--- src/rtl/uart_byte_tx.sv ---
// uart_byte_tx: serialises one byte per txd_flag handshake as an 8N1 UART frame, LSB first,
// paced by the 16x enable clken_16bps. Define UART_TX_PARITY_EN to add an even parity bit.
module uart_byte_tx #(
    parameter int STOP_BITS  = 1,
    parameter int OVERSAMPLE = 16
) (
    input  logic       clk,
    input  logic       rst,
    input  logic       clken_16bps,
    input  logic [7:0] txd_data,
    input  logic       txd_flag,
    output logic       txd,
    output logic       tx_done,
    output logic       txd_busy
);

    localparam logic [3:0] TICK_LAST = 4'(OVERSAMPLE - 1);
    localparam logic [2:0] DATA_LAST = 3'd7;
    // Anything other than 2 stop bits collapses to a single stop bit.
    localparam logic [2:0] STOP_LAST = (STOP_BITS == 2) ? 3'd1 : 3'd0;

`ifdef UART_TX_PARITY_EN
    typedef enum logic [2:0] {
        IDLE   = 3'd0,
        START  = 3'd1,
        DATA   = 3'd2,
        PARITY = 3'd3,
        STOP   = 3'd4,
        REARM  = 3'd5
    } state_t;

    function automatic logic even_parity(input logic [7:0] d);
        return ^d;
    endfunction
`else
    typedef enum logic [2:0] {
        IDLE  = 3'd0,
        START = 3'd1,
        DATA  = 3'd2,
        STOP  = 3'd4,
        REARM = 3'd5
    } state_t;
`endif

    state_t     state_r;
    logic [3:0] tick_cnt_r;
    logic [2:0] bit_cnt_r;
    logic [7:0] shift_r;
    logic       txd_r;
    logic       tx_done_r;
    logic       txd_busy_r;
    logic       bit_end_s;
    logic       tick_hold_s;
`ifdef UART_TX_PARITY_EN
    logic       parity_r;
`endif

    // Decode the end of the current bit period and whether the tick counter is parked.
    always_comb begin
        bit_end_s   = 1'b0;
        tick_hold_s = 1'b0;
        if (clken_16bps && (tick_cnt_r == TICK_LAST)) begin
            bit_end_s = 1'b1;
        end else begin
            bit_end_s = 1'b0;
        end
        if ((state_r == IDLE) || (state_r == REARM)) begin
            tick_hold_s = 1'b1;
        end else begin
            tick_hold_s = 1'b0;
        end
    end

    // Oversampling tick counter; parked at zero outside a frame so each frame starts fresh.
    always_ff @(posedge clk or posedge rst) begin
        if (rst) begin
            tick_cnt_r <= 4'd0;
        end else if (tick_hold_s) begin
            tick_cnt_r <= 4'd0;
        end else if (bit_end_s) begin
            tick_cnt_r <= 4'd0;
        end else if (clken_16bps) begin
            tick_cnt_r <= tick_cnt_r + 4'd1;
        end else begin
            tick_cnt_r <= tick_cnt_r;
        end
    end

    // Frame sequencer; txd takes each new bit on the edge that enters its state.
    always_ff @(posedge clk or posedge rst) begin
        if (rst) begin
            state_r    <= IDLE;
            bit_cnt_r  <= 3'd0;
            shift_r    <= 8'd0;
            txd_r      <= 1'b1;
            tx_done_r  <= 1'b0;
            txd_busy_r <= 1'b0;
`ifdef UART_TX_PARITY_EN
            parity_r   <= 1'b0;
`endif
        end else begin
            tx_done_r <= 1'b0;
            case (state_r)
                IDLE: begin
                    if (txd_flag) begin
                        shift_r    <= txd_data;
`ifdef UART_TX_PARITY_EN
                        parity_r   <= even_parity(txd_data);
`endif
                        bit_cnt_r  <= 3'd0;
                        txd_r      <= 1'b0;
                        txd_busy_r <= 1'b1;
                        state_r    <= START;
                    end
                end
                START: begin
                    if (bit_end_s) begin
                        txd_r     <= shift_r[0];
                        bit_cnt_r <= 3'd0;
                        state_r   <= DATA;
                    end
                end
                DATA: begin
                    if (bit_end_s) begin
                        shift_r <= {1'b0, shift_r[7:1]};
                        if (bit_cnt_r == DATA_LAST) begin
                            bit_cnt_r <= 3'd0;
`ifdef UART_TX_PARITY_EN
                            txd_r     <= parity_r;
                            state_r   <= PARITY;
`else
                            txd_r     <= 1'b1;
                            state_r   <= STOP;
`endif
                        end else begin
                            txd_r     <= shift_r[1];
                            bit_cnt_r <= bit_cnt_r + 3'd1;
                        end
                    end
                end
`ifdef UART_TX_PARITY_EN
                PARITY: begin
                    if (bit_end_s) begin
                        txd_r     <= 1'b1;
                        bit_cnt_r <= 3'd0;
                        state_r   <= STOP;
                    end
                end
`endif
                STOP: begin
                    if (bit_end_s) begin
                        if (bit_cnt_r == STOP_LAST) begin
                            bit_cnt_r  <= 3'd0;
                            tx_done_r  <= 1'b1;
                            txd_busy_r <= 1'b0;
                            state_r    <= REARM;
                        end else begin
                            bit_cnt_r <= bit_cnt_r + 3'd1;
                        end
                    end
                end
                // The parser still holds its flag right after tx_done; wait for it to drop.
                REARM: begin
                    if (!txd_flag) begin
                        state_r <= IDLE;
                    end
                end
                default: begin
                    state_r    <= IDLE;
                    bit_cnt_r  <= 3'd0;
                    txd_r      <= 1'b1;
                    txd_busy_r <= 1'b0;
                end
            endcase
        end
    end

    assign txd      = txd_r;
    assign tx_done  = tx_done_r;
    assign txd_busy = txd_busy_r;

endmodule

--- config.mk ---
export PLATFORM = sky130hd
export DESIGN_NAME = uart_byte_tx
export DESIGN_NICKNAME = d
export VERILOG_FILES = /design/src/rtl/uart_byte_tx.sv
export SDC_FILE = /design/constraint.sdc
export NUM_CORES = 1
export LEC_CHECK = 0
export CAP_MARGIN = 20
export CELL_PAD_IN_SITES_DETAIL_PLACEMENT = 0
export CELL_PAD_IN_SITES_GLOBAL_PLACEMENT = 2
export CORE_MARGIN = 2
export CORE_UTILIZATION = 30
export DETAILED_ROUTE_END_ITERATION = 7
export PLACE_DENSITY = 0.63
export SLEW_MARGIN = 20
export SYNTH_ARGS = -nofsm -noshare
export SYNTH_HDL_FRONTEND = slang
export SYNTH_SLANG_ARGS = --single-unit
--- constraint.sdc ---
create_clock -name clk -period 2.2 [get_ports clk]
set_input_delay 0.55 -clock clk [delete_from_list [all_inputs] [get_ports clk]]
set_output_delay 0.55 -clock clk [all_outputs]
set_load 0.02 [all_outputs]
==> impl_metrics.toml <==
[logic_synthesis]
async_reset_ff_share_pct = 100
synth_top_area_share_pct = 38.9
synthTopCellsByArea = "dfrtp_1, mux2_2, ha_1"
syn_inst = 121
synth_enable_flop_cells = 0
yosysTopAreaCell = "dfrtp_1"
syn_avg_cell_area_um2 = 10.6
synth-seq-cells = 21
yosysWarnings = 0
ys_types = 43
syn-num-nets = 137
yosysSeqAreaShare_pct = 41.0
synth_ff_type = "dfrtp_1"
syn-cell-area_um2 = 1280

[sta]
fmax_mhz = 516
fin_setup_tns_ns = 0
clock_skew_ns = 0.00227
setup_viol = 0
relSlewSlack_pct = 63.3
worst_pin_slew_ns = 0.546
slew_viol_final = 0
hold_viol = 0
fin_crit_sh_pct = 88.1
grt_setup_unrepaired = "false"
period_needed_ns = 1.94

[worst_setup_path]
required_ns = 1.65
critPathMaxStageDelay_ns = 0.59
path_delay_family = "buffers and inverters"
crit_chain = "clkdlybuf4s50_1"
worst_path_max_delay_cell = "clkdlybuf4s50_1"
path_buf_inv = 1
crit_arrival_ns = 1.39
critPathLaunchType = "register"
crit_fanout = 2
end_kind = "output pin"
critPathKind = "register to output pin"

[routing]
drc_errors = 0
wl_met2_um = 1090
wl_met1_um = 1350
ant_nets = 0
drt_iter0_drc = 58
wl_per_cell_um = 13.7
finalWirelength_um = 2580
viasPerCell = 5.01
top_layer = "met4"
wl_met3_um = 98
firstDrtPassIters = 4
dr_total_vias = 942

[placed_design]
place_hpwl_um = 1830
gp_congestion = 0.773
io_buffer_count = 14
placedCellCount = 184
placed_area_um2 = 1480

[die]
start_util_pct = 31.7
die_w_um = 69.4
die_area_um2 = 4820
die_h_um = 69.4
ios = 15
fp-row-count = 23
core-area_um2 = 4060

[final_layout]
n_antenna_cell = 0
mostFrequentLayoutCell = "dfrtp_1"
final_cell_mix = "dfrtp_1, clkdlybuf4s50_1, mux2_2, nor2_1, a21oi_1"
final_util_pct = 37.6
drive_gt1_share_pct = 24.6
fin_cells = 188
design_area_um2 = 1530
fill_cells = 408
area_delta_synth_final_pct = 18.8
final_nets = 155

[status]
run_status = "finished clean"

[cts]
root_buffer = "clkbuf_8"
holdBufCountCts = 0
htreeDepth = 1
clk_pin_slew_ns = 0.08
numCtsBuffers = 3
cts_buffer_depth = 2
tritoncts = "done"
insertion_delay_ns = 0.26
cts_resized = 0
post_cts_buffers = 0
cts_sinks = 21

[global_routing]
grt_pass1_wl_um = 4460
overflow = 0
grt_use_total_pct = 11.4
grt_pass1_vias = 902
grt_max_degree = 18
antenna_found_initial = 0

[run]
cap_violations = 0

[hold_path]
hp-class = "register to register"

[power_and_ir_drop]
p_per_area_nw_per_um2 = 821
power_leakage_uw = 0.000638
peakVddDrop_uv = 311
## area by class of cell
cell class,count,area [um^2],share of cell area (%)
Timing Repair Buffer,20,185,12.1
Inverter,6,22.5,1.48
Multi-Input combinational cell,87,684,44.8
Tap cell,50,62.6,4.10
Clock buffer,4,45.0,2.95
Sequential cell,21,527,34.5
## state kept, by name, indices dropped and copies added, names as in the netlist
register	cells
state_r	3
shift_r	8
tick_cnt_r	4
bit_cnt_r	3
txd_busy	1
txd	1
tx_done	1
## cells in the mapped netlist (3+ instances only)
library cell   n
buf_6          3
a21oi_1        7
nor2_1        11
mux2_4         3
nand2_1        3
o21ai_0        3
nor2b_1        5
dfrtp_1       20
ha_1           4
inv_1          6
nor3_1         4
mux2_2        13
## routing by layer
metal | vias up | global-route usage (%)
li1 | 463 | -
met4 | 0 | 3.92
met1 | 454 | 16.5
met3 | 4 | 2.18
met2 | 21 | 16.8
met5 | - | 0
## kinds of logic after synthesis
family | count (synthesis) | synth area share [%]
mux | 20 | 18.4
flops | 21 | 41.0
fa+ha+maj | 4 | 3.89
compound gates | 24 | 12.6
buf+inv | 13 | 5.74
simple gates | 38 | 17.7
xor+xnor | 1 | 0.682
## through the flow
step                      worst slack, ns  total power [uW]  hold WS [ns]
final                               0.263              1250         0.498
after global routing                0.238              1350         0.519
after CTS                           0.249              1270         0.506
after detailed placement           0.0319              1010         0.487
after global placement             0.0890               996         0.479
after floorplan                     0.469               897         0.459
## report_power, final
group | leakage [uW] | switching, uW | internal (uW)
Sequential | 0.000255 | 98.5 | 513
Combinational | 0.000361 | 177 | 206
Clock | 0.0000228 | 130 | 129
## final timing paths
kind	startpoint	end	slack (ns)	depth (start not counted)
max	txd	txd	0.26	1
min	shift_r[0]	shift_r[0]	0.50	1
max reg2reg	state_r[2]	shift_r[0]	0.35	3
min reg2reg	shift_r[0]	shift_r[0]	0.50	1
max in group asynchronous	rst	tick_cnt_r[1]	1.05	3
min in group asynchronous	rst	shift_r[5]	0.62	2
Note: power is estimated with default switching activity, not from simulation.
